## src/rtl/stream_pkg.sv

```systemverilog
// Shared types and helpers for the stream packet source.
package stream_pkg;

  // Two-state packet FSM: waiting for a command, or streaming beats.
  typedef enum logic {
    IDLE = 1'b0,
    SEND = 1'b1
  } state_t;

  // Width of a beat counter that must hold values 0..max_len inclusive.
  function automatic int len_w(input int max_len);
    return $clog2(max_len + 1);
  endfunction

endpackage

```

## src/rtl/stream_beat_counter.sv

```systemverilog
// Remaining-beat down-counter. The load value is clamped to MAX_LEN.
// is_last flags the beat whose remaining count is 1.
module stream_beat_counter
  import stream_pkg::*;
#(
  parameter int MAX_LEN = 256,
  localparam int LEN_W = len_w(MAX_LEN)
) (
  input  logic             clk,
  input  logic             rst,
  input  logic             load,
  input  logic [LEN_W-1:0] load_len,
  input  logic             dec,
  output logic [LEN_W-1:0] cnt,
  output logic             is_last
);

  localparam logic [LEN_W-1:0] MAX_CNT = LEN_W'(MAX_LEN);

  logic [LEN_W-1:0] cnt_q, cnt_d;

  // Next count: a load wins over a decrement; never decrement below zero.
  always_comb begin
    cnt_d = cnt_q;
    if (load) begin
      cnt_d = (load_len > MAX_CNT) ? MAX_CNT : load_len;
    end else if (dec && (cnt_q != '0)) begin
      cnt_d = cnt_q - 1'b1;
    end
  end

  // Count register, cleared asynchronously so an interrupted packet is dropped.
  always_ff @(posedge clk or posedge rst) begin
    if (rst) cnt_q <= '0;
    else     cnt_q <= cnt_d;
  end

  assign cnt     = cnt_q;
  assign is_last = (cnt_q == LEN_W'(1));

endmodule

```

## src/rtl/stream_pkt_source.sv

```systemverilog
// Command-driven packet generator: emits cmdLen beats of an arithmetic
// sequence (start, start+step, ...) on a valid/ready stream.
module stream_pkt_source
  import stream_pkg::*;
#(
  parameter int DATA_WIDTH = 32,
  parameter int MAX_LEN    = 256,
  localparam int LEN_W = len_w(MAX_LEN)
) (
  input  logic                  clk,
  input  logic                  reset,
  input  logic [DATA_WIDTH-1:0] cmdStart,
  input  logic [DATA_WIDTH-1:0] cmdStep,
  input  logic [LEN_W-1:0]      cmdLen,
  input  logic                  cmdValid,
  output logic                  cmdReady,
  output logic [DATA_WIDTH-1:0] dataOut,
  output logic                  dataOutValid,
  input  logic                  dataOutReady,
  output logic                  dataOutLast,
  output logic                  busy,
  output logic                  pktDone
);

  state_t                state_q, state_d;
  logic [DATA_WIDTH-1:0] data_q, data_d;
  logic [DATA_WIDTH-1:0] step_q, step_d;
  logic                  pkt_done_q, pkt_done_d;

  logic                  cnt_load;
  logic                  cnt_dec;
  logic                  cnt_last;
  logic [LEN_W-1:0]      cnt_unused;

  stream_beat_counter #(.MAX_LEN(MAX_LEN)) u_beat_cnt (
    .clk      (clk),
    .rst      (reset),
    .load     (cnt_load),
    .load_len (cmdLen),
    .dec      (cnt_dec),
    .cnt      (cnt_unused),
    .is_last  (cnt_last)
  );

  // FSM next state, accumulator update and done pulse. The data register
  // only advances on a beat handshake, so a stalled beat holds steady.
  always_comb begin
    state_d    = state_q;
    data_d     = data_q;
    step_d     = step_q;
    pkt_done_d = 1'b0;
    cnt_load   = 1'b0;
    cnt_dec    = 1'b0;
    case (state_q)
      IDLE: begin
        if (cmdValid) begin
          if (cmdLen == '0) begin
            // Empty packet: acknowledge it with a done pulse and no beats.
            pkt_done_d = 1'b1;
          end else begin
            data_d   = cmdStart;
            step_d   = cmdStep;
            cnt_load = 1'b1;
            state_d  = SEND;
          end
        end
      end
      SEND: begin
        if (dataOutReady) begin
          cnt_dec = 1'b1;
          data_d  = data_q + step_q;
          if (cnt_last) begin
            state_d    = IDLE;
            pkt_done_d = 1'b1;
          end
        end
      end
      default: state_d = IDLE;
    endcase
  end

  // State and datapath registers; reset abandons any packet in flight.
  always_ff @(posedge clk or posedge reset) begin
    if (reset) begin
      state_q    <= IDLE;
      data_q     <= '0;
      step_q     <= '0;
      pkt_done_q <= 1'b0;
    end else begin
      state_q    <= state_d;
      data_q     <= data_d;
      step_q     <= step_d;
      pkt_done_q <= pkt_done_d;
    end
  end

  // All handshake outputs come straight from registered state.
  assign cmdReady     = (state_q == IDLE);
  assign busy         = (state_q == SEND);
  assign dataOutValid = (state_q == SEND);
  assign dataOutLast  = (state_q == SEND) && cnt_last;
  assign dataOut      = data_q;
  assign pktDone      = pkt_done_q;

endmodule

```

## config.mk

```make
export PLATFORM = sky130hd
export DESIGN_NAME = stream_pkt_source
export DESIGN_NICKNAME = d
export VERILOG_FILES = /design/src/rtl/stream_pkg.sv /design/src/rtl/stream_beat_counter.sv /design/src/rtl/stream_pkt_source.sv
export SDC_FILE = /design/constraint.sdc
export NUM_CORES = 1
export LEC_CHECK = 0
export ABC_AREA = 1
export CAP_MARGIN = 10
export CORE_ASPECT_RATIO = 1.5
export CORE_MARGIN = 10
export CORE_UTILIZATION = 50
export DETAILED_ROUTE_END_ITERATION = 7
export PLACE_DENSITY = 0.9
export SLEW_MARGIN = 20
export SYNTH_ARGS = -nofsm -noshare
export SYNTH_HDL_FRONTEND = slang
export SYNTH_SLANG_ARGS = --single-unit
```

## constraint.sdc

```tcl
create_clock -name clk -period 4.2 [get_ports clk]
set_input_delay 0.84 -clock clk [delete_from_list [all_inputs] [get_ports clk]]
set_output_delay 0.84 -clock clk [all_outputs]
set_load 0.005 [all_outputs]
```

==> impl_metrics.yaml <==
finish:
  final_net_count: 1156
  area_growth_pct: 25.3
  diodes: 0
  seqCellArea_um2: 1880
  multi_input_area_um2: 3330
  fillers: 1032
  drive_gt1_share_pct: 4.19
sta:
  worst_pin_slew_ps: 977
  post-route-min-period_ps: 2850
  rsz0062_at_grt: "no"
  worst_slack_ps: 1350
  fin_worst_skew_ps: 8.86
  slew_headroom_pct: 34.8
  setup_viol_count_final: 0
  maxSlewViolCount: 0
  period_share_pct: 67.9
  max_clock_freq_mhz: 351
  fin_tns_setup_ps: 0
  final_hold_viol_count: 0
logic_synthesis:
  ys_top_cells_by_count: "400 x nand2_1, 128 x inv_1, 102 x nor2_1"
  syn_area_um2: 5840
  ys_ff_latch: 75
  synth_area_leader_cell: "dfrtp_1"
  postSynthNetCount: 1051
  synthTopCellsByArea: "dfrtp_1 32%, nand2_1 26%, inv_1 8.2%"
  synth.most_common_cell: "nand2_1"
  avgSynthCellArea_um2: 6.21
  synth-edff-count: 0
  ys_seq_area_share_pct: 32.1
  async_flop_share_pct: 100
  ys_warn_count: 0
  synth_top_area_share_pct: 32.1
  synthCells: 940
  synth_cell_types: 37
  synthFlopType: "dfrtp_1"
clock_tree:
  root_buffer: "clkbuf_16"
  cts_resized: 0
  tritoncts: "yes"
  clkTransAtPathRegs_ps: 60
  cts_num_sinks: 75
  holdBufCountCts: 0
  cts_buffer_depth: 2
  cts_buffers: 9
  cts_max_level: 3
  clock_latency_ps: 350
  postCtsSetupBuffers: 0
route:
  ant_nets: 0
  wire_per_inst_um: 14.4
  drt_iter0_markers: 302
  drc_errors: 0
  wl_um: 17300
  firstDrtPassIters: 7
  vias_per_cell: 5.02
  vias: 6029
power:
  p_int_w: 0.00282
  pwr-share-clk_pct: 12.9
  seq_power_share_pct: 23.9
  ir_drop_mv: 0.397
  switching_share_pct: 48.5
  combPwrFrac_pct: 63.1
  switchingPower_w: 0.00265
  leakagePower_nw: 4.02
  power_density_nw_per_um2: 747
critical_path:
  r2r_cells: 8
  startpoint: "cmdLen[2]"
  r2r_setup_slack_ps: 1850
  end_kind: "register"
  r2r-end: "dataOut[15]"
  start_kind: "primary input"
  criticalPathCategory: "in2reg"
  max_stage_delay_ps: 420
  cp_cell_sequence: "clkdlybuf4s50_1 > nor2_1 > nand2_1 > nor2_4 > a21oi_4 > inv_4 > nand2_4 > inv_4 > nor2_1 > nand2_1 > nand2_1"
  critPathArrivalTime_ps: 3080
  crit_top_cell: "nand2_1"
  required_ps: 4430
  crit_path_end: "dataOut[20]"
  r2r-start: "busy"
  path_max_fanout: 44
  critPathSlowestCell: "clkdlybuf4s50_1"
floorplan:
  die_x_um: 108
  die_h_um: 152
  die_area_um2: 16500
  io_pins: 114
  core-area_um2: 11500
  rows: 48
  start_util_pct: 50.9
global_route:
  track_usage_pct: 21.4
  grt_pass1_vias: 6206
  grt_pass1_wl_um: 28600
  antenna_found_initial: 0
  grt_overflow: 0
  grt_max_degree: 52
placement:
  numPortBuffers: 113
  place_ws_ps: 998
  place_congestion: 0.963
  dp_hpwl_um: 13500
outcome:
  status: "completed"
run:
  drv_cap: 0
hold_path:
  hp-class: "reg2reg"
==> state kept, by name, summed over array words and instances (netlist names) <==
signal / count
busy: 1
dataOut: 32
pktDone: 1
step_q: 32
u_beat_cnt.cnt: 9
==> power by group through the flow <==
stage               Clock (W)  Sequential, W  Combinational (W)
floorplan                   0        0.00125            0.00240
global placement            0        0.00130            0.00335
CTS                  0.000714        0.00130            0.00346
global route         0.000754        0.00134            0.00395
detailed placement          0        0.00131            0.00342
finish               0.000706        0.00131            0.00345
==> per-stage QoR <==
| step | hold slack (ps) | instance area (um2) | total power, W | instances | utilization (%) |
|---|---|---|---|---|---|
| floorplan | 446 | 5840 | 0.00364 | 940 | - |
| global placement | 457 | 7060 | 0.00465 | 1184 | 61.5 |
| detailed placement | 465 | 7060 | 0.00473 | 1184 | 61.5 |
| CTS | 479 | 7320 | 0.00547 | 1200 | 63.8 |
| global route | 493 | 7320 | 0.00604 | 1200 | 63.8 |
| finish | 476 | 7320 | 0.00547 | 1200 | 63.8 |
==> how the worst min path moves through the flow <==
stage          startpoint         to  slack [ps]  cells after the start
6_report        step_q[2]  step_q[2]         480                      2
5_1_grt         step_q[5]  step_q[5]         490                      2
4_1_cts         step_q[2]  step_q[2]         480                      2
3_5_place_dp    step_q[2]  step_q[2]         460                      2
3_3_place_gp    step_q[3]  step_q[3]         460                      2
2_1_floorplan   step_q[0]  step_q[0]         450                      2
==> worst max-delay path, delay by kind of cell <==
kind	cells	cell delay, ps
compound gates	1	80
simple gates	7	900
buf+inv	3	1210
==> per-layer routing <==
metal  global-route usage, %  routed length [um]  up-vias
met5                       0                   0        -
met4                    9.64                 650        0
met3                    4.74                 823       43
met2                    39.7                9430      158
met1                    21.7                6420     2741
li1                        -                   -     3087
==> layout by cell type (no fill, tap or decap), types with 18 or more instances in the layout <==
| cell | count |
|---|---|
| a21oi_1 | 42 |
| nor2_1 | 102 |
| clkdlybuf4s50_1 | 113 |
| o21ai_0 | 18 |
| nand2_1 | 400 |
| ha_1 | 33 |
| dfrtp_1 | 74 |
| inv_1 | 127 |
| nand3_1 | 45 |
==> cells by family after synthesis <==
group | Yosys count | synth area share, %
simple gates | 580 | 39.9
buf+inv | 155 | 10.9
compound gates | 83 | 7.73
flops | 75 | 32.1
fa+ha+maj | 34 | 7.41
xor+xnor | 13 | 1.95
==> area by class of cell <==
cell class,instances,share of cell area [%]
Clock buffer,11,3.18
Timing Repair Buffer,117,15.9
Sequential cell,75,25.7
Multi-Input combinational cell,710,45.5
Inverter,132,6.84
Tap cell,150,2.56
Clock inverter,5,0.427
Power figures use the tool's default switching activity.
